**config.mk**
```make
export PLATFORM = sky130hd
export DESIGN_NAME = ula8_sequenciador
export DESIGN_NICKNAME = d
export VERILOG_FILES = /design/src/rtl/ula8_sequenciador_pkg.sv /design/src/rtl/ula8_sequenciador.sv
export SDC_FILE = /design/constraint.sdc
export NUM_CORES = 1
export LEC_CHECK = 0
export CAP_MARGIN = 20
export CORE_ASPECT_RATIO = 1.4
export CORE_MARGIN = 3
export CORE_UTILIZATION = 54
export CTS_BUF_LIST = sky130_fd_sc_hd__clkbuf_4 sky130_fd_sc_hd__clkbuf_8
export DETAILED_ROUTE_END_ITERATION = 8
export PLACE_DENSITY = 0.93
export SYNTH_ARGS = -nofsm -noshare
export SYNTH_HDL_FRONTEND = slang
export SYNTH_SLANG_ARGS = --single-unit
```
**constraint.sdc**
```tcl
create_clock -name clk -period 6.25 [get_ports clk]
set_input_delay 1.25 -clock clk [delete_from_list [all_inputs] [get_ports clk]]
set_output_delay 1.25 -clock clk [all_outputs]
set_load 0.005 [all_outputs]
```
**src/rtl/ula8_sequenciador_pkg.sv**
```systemverilog
// Shared definitions for the 8-bit sequencer over the 4-bit ULA:
// operation codes, ULA X-code constants and FSM state encoding.
package ula8_sequenciador_pkg;

    typedef enum logic [1:0] {
        OP_ADD = 2'b00,
        OP_SUB = 2'b01,
        OP_SLT = 2'b10,
        OP_BEQ = 2'b11
    } op_t;

    typedef enum logic [2:0] {
        S_IDLE = 3'd0,
        S_LO   = 3'd1,
        S_HI   = 3'd2,
        S_FIX  = 3'd3,
        S_DONE = 3'd4
    } state_t;

    // ULA op code packed as {x0, x1, x2}
    localparam logic [2:0] XC_ADD = 3'b000;
    localparam logic [2:0] XC_SUB = 3'b100;
    localparam logic [2:0] XC_CMP = 3'b111;

    function automatic logic [2:0] xcode(input op_t op);
        case (op)
            OP_ADD:  return XC_ADD;
            OP_SUB:  return XC_SUB;
            default: return XC_CMP;
        endcase
    endfunction

endpackage

```
**src/rtl/ula8_sequenciador.sv**
```systemverilog
// Initiator for the external combinational 4-bit ULA: runs 8-bit ADD/SUB/SLT/BEQ
// as a low-nibble pass, a high-nibble pass and, when a carry/borrow crosses the
// nibble boundary, a fix-up pass that adds/subtracts 1 on the high nibble.
//
// state  | meaning
// -------+--------------------------------------------------------------
// IDLE   | waiting for start; ULA inputs held at 0
// LO     | low nibbles on the ULA; capture low result, carry, eq/lt
// HI     | high nibbles on the ULA; capture high result, carry, eq/lt
// FIX    | ADD/SUB only: propagate low-nibble carry/borrow into high nibble
// DONE   | done pulse; result and flags valid and held
module ula8_sequenciador
    import ula8_sequenciador_pkg::*;
(
    input  logic       clk,
    input  logic       rst_n,
    input  logic       start,
    input  logic [1:0] op,
    input  logic [7:0] a,
    input  logic [7:0] b,
    output logic       busy,
    output logic       done,
    output logic [7:0] result,
    output logic       flag_zero,
    output logic       flag_carry,
    output logic [3:0] ula_a,
    output logic [3:0] ula_b,
    output logic       ula_x0,
    output logic       ula_x1,
    output logic       ula_x2,
    input  logic [3:0] ula_f0,
    input  logic [3:0] ula_igual,
    input  logic [3:0] ula_menor
);

    state_t     st, nxt;
    op_t        op_q;
    logic [7:0] a_q, b_q;
    logic [3:0] r_lo, r_hi;
    logic       c, hc, lo_eq, lo_lt;
    logic [2:0] xc;
    logic       carry_now;
    logic       is_arith;
    logic       less, equal, fix_c;
    logic [7:0] arith_res;

    assign is_arith = (op_q == OP_ADD) || (op_q == OP_SUB);

    // The ULA exposes no carry: ADD wrapped if the sum is below an addend,
    // SUB borrowed if the minuend is below the subtrahend.
    assign carry_now = (op_q == OP_ADD) ? (ula_f0 < ula_a) : (ula_a < ula_b);
    assign less      = ula_menor[0] | (ula_igual[0] & lo_lt);
    assign equal     = ula_igual[0] & lo_eq;
    assign fix_c     = (op_q == OP_ADD) ? (ula_f0 == 4'h0) : (r_hi == 4'h0);
    assign arith_res = {ula_f0, r_lo};

    // State register
    always_ff @(posedge clk or negedge rst_n) begin
        if (!rst_n) st <= S_IDLE;
        else        st <= nxt;
    end

    // Next state and ULA drive
    always_comb begin
        nxt    = st;
        busy   = (st != S_IDLE);
        done   = 1'b0;
        ula_a  = 4'h0;
        ula_b  = 4'h0;
        xc     = 3'b000;
        case (st)
            S_IDLE: if (start) nxt = S_LO;
            S_LO: begin
                ula_a = a_q[3:0];
                ula_b = b_q[3:0];
                xc    = xcode(op_q);
                nxt   = S_HI;
            end
            S_HI: begin
                ula_a = a_q[7:4];
                ula_b = b_q[7:4];
                xc    = xcode(op_q);
                nxt   = (is_arith && c) ? S_FIX : S_DONE;
            end
            S_FIX: begin
                ula_a = r_hi;
                ula_b = 4'h1;
                xc    = xcode(op_q);
                nxt   = S_DONE;
            end
            S_DONE: begin
                done = 1'b1;
                nxt  = S_IDLE;
            end
            default: nxt = S_IDLE;
        endcase
    end

    assign ula_x0 = xc[2];
    assign ula_x1 = xc[1];
    assign ula_x2 = xc[0];

    // Operand latch, per-pass captures and result/flag registers
    always_ff @(posedge clk or negedge rst_n) begin
        if (!rst_n) begin
            op_q       <= OP_ADD;
            a_q        <= 8'h00;
            b_q        <= 8'h00;
            r_lo       <= 4'h0;
            r_hi       <= 4'h0;
            c          <= 1'b0;
            hc         <= 1'b0;
            lo_eq      <= 1'b0;
            lo_lt      <= 1'b0;
            result     <= 8'h00;
            flag_zero  <= 1'b0;
            flag_carry <= 1'b0;
        end else begin
            case (st)
                S_IDLE: begin
                    if (start) begin
                        op_q <= op_t'(op);
                        a_q  <= a;
                        b_q  <= b;
                    end
                end
                S_LO: begin
                    r_lo  <= ula_f0;
                    c     <= carry_now;
                    lo_eq <= ula_igual[0];
                    lo_lt <= ula_menor[0];
                end
                S_HI: begin
                    r_hi <= ula_f0;
                    hc   <= carry_now;
                    if (nxt == S_DONE) begin
                        case (op_q)
                            OP_SLT: begin
                                result     <= {7'b0, less};
                                flag_zero  <= ~less;
                                flag_carry <= 1'b0;
                            end
                            OP_BEQ: begin
                                result     <= {7'b0, equal};
                                flag_zero  <= ~equal;
                                flag_carry <= 1'b0;
                            end
                            default: begin
                                result     <= arith_res;
                                flag_zero  <= (arith_res == 8'h00);
                                flag_carry <= carry_now;
                            end
                        endcase
                    end
                end
                S_FIX: begin
                    r_hi       <= ula_f0;
                    result     <= arith_res;
                    flag_zero  <= (arith_res == 8'h00);
                    flag_carry <= hc | fix_c;
                end
                default: ;
            endcase
        end
    end

endmodule

```
==> results of run 1 <==
[how the worst max path moves through the flow]
stage	start	end	slack [ns]	cells past startpoint
detailed placement	st[0]$_DFF_PN0_	ula_a[1]	2.87	6
finish	st[0]$_DFF_PN0_	ula_a[1]	2.49	6
global route	st[0]$_DFF_PN0_	ula_a[1]	2.36	6
floorplan	st[0]$_DFF_PN0_	ula_a[1]	3.86	6
global placement	st[0]$_DFF_PN0_	ula_a[1]	2.89	6
CTS	st[0]$_DFF_PN0_	ula_a[1]	2.54	6
[metrics by stage]
stage                     cells  cell area (um^2)  worst slack (ns)  total power (uW)
final                       279              2650              2.49              1370
after global routing        279              2650              2.36              1470
after CTS                   279              2650              2.54              1370
after detailed placement    271              2560              2.87              1190
after global placement      271              2560              2.89              1160
after floorplan             189              2070              3.86               930
[flip-flops by register name (all words and copies together) (netlist names)]
register	flops
st	3
flag_carry	1
op_q	2
r_lo	4
lo_lt	1
a_q	8
hc	1
lo_eq	1
result	8
b_q	8
c	1
r_hi	4
flag_zero	1
[layer usage]
layer	track usage, %	routed length, um
met5	0	0
met4	9.05	90
met3	6.02	290
met2	38.5	2440
met1	23.7	1740
[area by class of cell]
type / instances / area (um^2)
sequential: 43 / 1080
fill: 259 / 1020
multi-input combinational: 127 / 908
timing repair buffer: 50 / 493
clock buffer: 6 / 76.3
tap: 42 / 52.6
inverter: 9 / 33.8
clock inverter: 2 / 12.5
[cells by family (layout without fill, tap and decap cells)]
logic type / after synthesis / in the layout / synth area share, %
AOI/OAI and AO/OA: 34 / 34 / 11.5
and+or+nand+nor: 56 / 56 / 11.9
adders and majority gates: 6 / 6 / 3.62
muxes: 31 / 31 / 16.8
DFF: 43 / 43 / 51.9
buffers and inverters: 19 / 67 / 4.34
[power breakdown]
group / internal (uW) / switching, uW
clock: 82.5 / 97.8
combinational: 380 / 290
sequential: 415 / 104
[tightest hold or removal path, cell delays in order, from the launching register on]
cell     delay, ns
dfrtp_1       0.35
nand2_1       0.04
o21ai_0       0.06
[cells in the final DEF, fill, tap and decap left out, drive strengths merged]
master,n
buf,2
ha,6
and3,2
dfrtp,43
nor2,9
a32o,1
o32a,1
clkinvlp,1
clkdlybuf4s50,48
a22o,7
nor4,1
nor2b,2
inv,9
nand2,33
nor3,3
a22oi,1
o21bai,1
a221oi,1
nand2b,2
o21ai,7
a211o,1
clkinv,1
a21oi,7
clkbuf,6
nor4b,1
o211ai,2
o22ai,1
a2bb2oi,1
and2b,1
and2,1
mux2,31
a2111oi,1
a31oi,1
o31ai,1
or4,1
==> impl_metrics.yaml, run 1 <==
grt:
  grt_pass1_vias: 1746
  antenna_found_initial: 0
  grt_max_degree: 44
  grt_pass1_wl_um: 7680
  track_usage_pct: 21.7
  grt_overflow_total: 0
clocking:
  post_cts_buffers: 0
  clock_path_buffers: 2
  post_cts_resized: 0
  cts_sinks: 43
  clock-root-buffer: "clkbuf_8"
  cts-buffers-inserted: 5
  clk_pin_slew_ns: 0.08
  clock_latency_ns: 0.30
  hold_buffers: 0
  cts_tree: "done"
  htreeDepth: 2
worst_setup_path:
  reg2reg_from: "st[0]$_DFF_PN0_"
  crit_path_frequent_cell: "nand2_1"
  cp-start-kind: "register"
  worst-r2r-cell-count: 9
  rr_endpoint: "flag_carry$_DFFE_PN0P_"
  cp_top_family: "simple AND/OR/NAND/NOR gates"
  worstPathArrival_ns: 2.51
  crit_chain: "nor2b_1 > nand2_1 > nand2_1 > nand2_1 > inv_1 > clkdlybuf4s50_1"
  max_stage_delay_ns: 0.66
  required_ns: 5.00
  crit_slowest_cell: "dfrtp_1"
  critPathMaxFanout: 15
  criticalPathCategory: "reg -> out"
  cp_num_buf_inv: 2
  reg2reg_slack_ns: 3.48
  cp-end-kind: "output pin"
timing:
  rsz0062_at_grt: "false"
  setup_tns_ns: 0
  slew_headroom_pct: 37.9
  finalSetupViolCount: 0
  timing.fmax_mhz: 266
  worst_clock_skew_ns: 0.00693
  tightest_slew_ns: 0.931
  fin_crit_ns: 3.76
  drv_slew: 0
  holdWs_ns: 0.484
  hold_viol: 0
  finalCritPeriodShare_pct: 60.2
outcome:
  status: "finished clean"
layout:
  n_antenna_cell: 0
  final_util_pct: 72.2
  area_growth_pct: 27.9
  nets: 275
  drive_above_1_share_pct: 17.7
pwr:
  vdd_drop_max_mv: 0.373
  p_leak_uw: 0.00119
  power.density_nw_per_um2: 516
floorplanning:
  die_w_um: 58.4
  start_util_pct: 56.4
  io_pins: 56
  die_h_um: 79.3
  rows: 26
  core_area_um2: 3680
  die_area_um2: 4630
drt:
  route.vias.total: 1597
  first_pass_iters: 4
  drt-wirelength-per-cell_um: 16.3
  wl_um: 4560
  postRouteAntennaNets: 0
  via_per_inst: 5.72
  route.detailed.drc: 0
  drt_iter0_drc: 51
yosys:
  synth_seq_area_share_pct: 51.9
  synth-edff-count: 0
  ys_seq_elements: 43
  synth_top_cell_by_area: "dfrtp_1"
  syn-mean-instance-area_um2: 11.0
  synthTopCellsByArea: "dfrtp_1 (52%), mux2_2 (17%), nand2_1 (6.0%)"
  synth-main-ff-cell: "dfrtp_1"
  synth_common_cells: "dfrtp_1 (43), nand2_1 (33), mux2_2 (31)"
  synth_top_area_share_pct: 51.9
  syn_nets: 228
  ys_types: 34
  syn_area_um2: 2070
  async_flop_share_pct: 100
  ys.warnings.count: 0
  synth_most_common_cell: "dfrtp_1"
  synth_cells: 189
placed_design:
  hpwl_um: 3370
  io_buffers: 49
  routabilityCongestion: 0.835
run:
  cap_violations: 0
hold_path:
  hold_depth: 2
  whs_endpoint: "flag_zero$_DFFE_PN0P_"
  hold_path_class: "reg -> reg"
  hold_start: "flag_zero$_DFFE_PN0P_"
Note: power is estimated with default switching activity, not from simulation.
==> inputs of run 2 (changes only) <==
Settings changed: CORE_UTILIZATION 54 to 50, PLACE_DENSITY 0.93 to 0.87.
Clock period 6.25 ns to 3.5 ns, I/O delays scaled along.
==> run 2 against run 1 <==
Clock-buffer cell count stayed put. Clock power increased to 2.6 times the previous value. Flip-flop and latch count did not move. Sequential power rose by 75%. Design area increased by 2.1%. Combinational power increased by 82%. Largest cell class unchanged.
==> impl_metrics.yaml, run 2 (same netlist as run 1, synthesis figures left out) <==
outcome:
  status: "finished clean"
pwr:
  vdd_drop_max_mv: 0.694
  power.density_nw_per_um2: 957
  p_leak_uw: 0.00122
  power_uw: 2590
placed_design:
  io_buffers: 49
  routabilityCongestion: 0.812
  hpwl_um: 3450
timing:
  setup_tns_ns: 0
  fin_crit_ns: 3.03
  slew_headroom_pct: 38.6
  timing.fmax_mhz: 330
  tightest_slew_ns: 0.921
  rsz0062_at_grt: "false"
  hold_viol: 0
  finalCritPeriodShare_pct: 86.5
  worst_clock_skew_ns: 0.00367
  finalSetupViolCount: 0
  drv_slew: 0
clocking:
  post_cts_buffers: 0
  clock-root-buffer: "clkbuf_8"
  cts-buffers-inserted: 5
  clock_path_buffers: 2
  post_cts_resized: 0
  htreeDepth: 2
  clk_pin_slew_ns: 0.08
  cts_tree: "done"
  cts_sinks: 43
  hold_buffers: 0
  clock_latency_ns: 0.30
worst_setup_path:
  criticalPathCategory: "reg -> out"
  critPathMaxFanout: 10
  cp-start-kind: "register"
  cp-end-kind: "output pin"
  required_ns: 2.80
  worstPathArrival_ns: 2.33
drt:
  postRouteAntennaNets: 0
  route.vias.total: 1583
  first_pass_iters: 4
  drt_iter0_drc: 15
  via_per_inst: 5.63
  wl_um: 4580
  route.detailed.drc: 0
  drt-wirelength-per-cell_um: 16.3
layout:
  drive_above_1_share_pct: 18.1
  reg_top3: "a_q: 8 flops, b_q: 8 flops, result: 8 flops"
  final_cell_mix: "clkdlybuf4s50_1 (48), dfrtp_1 (43), nand2_1 (33)"
  final_common_cell: "clkdlybuf4s50_1"
  nFillCells: 298
  n_antenna_cell: 0
  nets: 276
  area_growth_pct: 30.6
floorplanning:
  io_pins: 56
  core_area_um2: 3950
  rows: 27
  start_util_pct: 52.5
  die_w_um: 60.4
  die_h_um: 82.2
  die_area_um2: 4970
grt:
  antenna_found_initial: 0
  grt_max_degree: 44
  grt_overflow_total: 0
  track_usage_pct: 20.8
  grt_pass1_wl_um: 7600
  grt_pass1_vias: 1627
run:
  cap_violations: 0
hold_path:
  hold_path_class: "reg -> reg"
-- run 2: cell types whose count changed in the layout (fill, tap and decap cells not counted) --
| cell | previous run | this run |
|---|---|---|
| clkinvlp_4 | 1 | 0 |
| clkinv_2 | 1 | 0 |
| bufinv_16 | 0 | 2 |
| buf_4 | 1 | 2 |
-- run 2: per-layer routing --
metal | GRT usage (%) | wire (um) | vias to the layer above
met2 | 35.0 | 2410 | 46
met1 | 24.8 | 1820 | 764
met5 | 0 | 0 | -
li1 | - | - | 760
met4 | 8.68 | 121 | 0
met3 | 5.75 | 233 | 13
-- run 2: worst paths after layout --
path,startpoint,end,slack (ns),cells after the start
min reg2reg,result[0]$_DFFE_PN0P_,result[0]$_DFFE_PN0P_,0.49,2
min in group asynchronous,rst_n,flag_zero$_DFFE_PN0P_,0.53,1
max in group asynchronous,rst_n,st[2]$_DFF_PN0_,2.40,1
max,st[1]$_DFF_PN0_,ula_a[3],0.47,6
min,result[0]$_DFFE_PN0P_,result[0]$_DFFE_PN0P_,0.49,2
max reg2reg,st[1]$_DFF_PN0_,flag_carry$_DFFE_PN0P_,0.95,9
-- run 2: per-stage QoR --
stage	setup WS (ns)	util [%]	instance area, um^2	std cells	hold slack (ns)
floorplan	1.38	-	2070	189	0.404
global placement	0.844	65.1	2570	273	0.465
detailed placement	0.851	65.1	2570	273	0.471
CTS	0.496	68.5	2710	281	0.489
global route	0.312	68.5	2710	281	0.516
finish	0.471	68.5	2710	281	0.485
-- run 2: area by class of cell --
type / instances / area, um^2 / area share (%)
clock inverters: 2 / 60.1 / 2.22
well taps: 43 / 53.8 / 1.99
multi-input cells: 127 / 908 / 33.5
flip-flops and latches: 43 / 1080 / 39.7
repair buffers: 51 / 500 / 18.5
inverters: 9 / 33.8 / 1.25
clock buffers: 6 / 76.3 / 2.82
-- run 2: worst max-delay path: stages (launching register included) --
cell,delay [ns]
dfrtp_1,0.49
nor2b_1,0.63
nand2_1,0.11
nand2_1,0.09
nand2_1,0.07
inv_1,0.11
clkdlybuf4s50_1,0.53
-- run 2: power breakdown --
group | internal (uW) | switching [uW] | total [uW]
combinational | 686 | 536 | 1220
sequential | 741 | 166 | 907
clock | 293 | 172 | 465
total | 1720 | 873 | 2590
==> inputs of run 3 (changes only) <==
Settings changed: CTS_CLUSTER_DIAMETER set to 80, CTS_CLUSTER_SIZE set to 8, SLEW_MARGIN set to 20.
==> results of run 3 <==
Same layout as run 2: the final DEF is identical, and so are final timing and power.
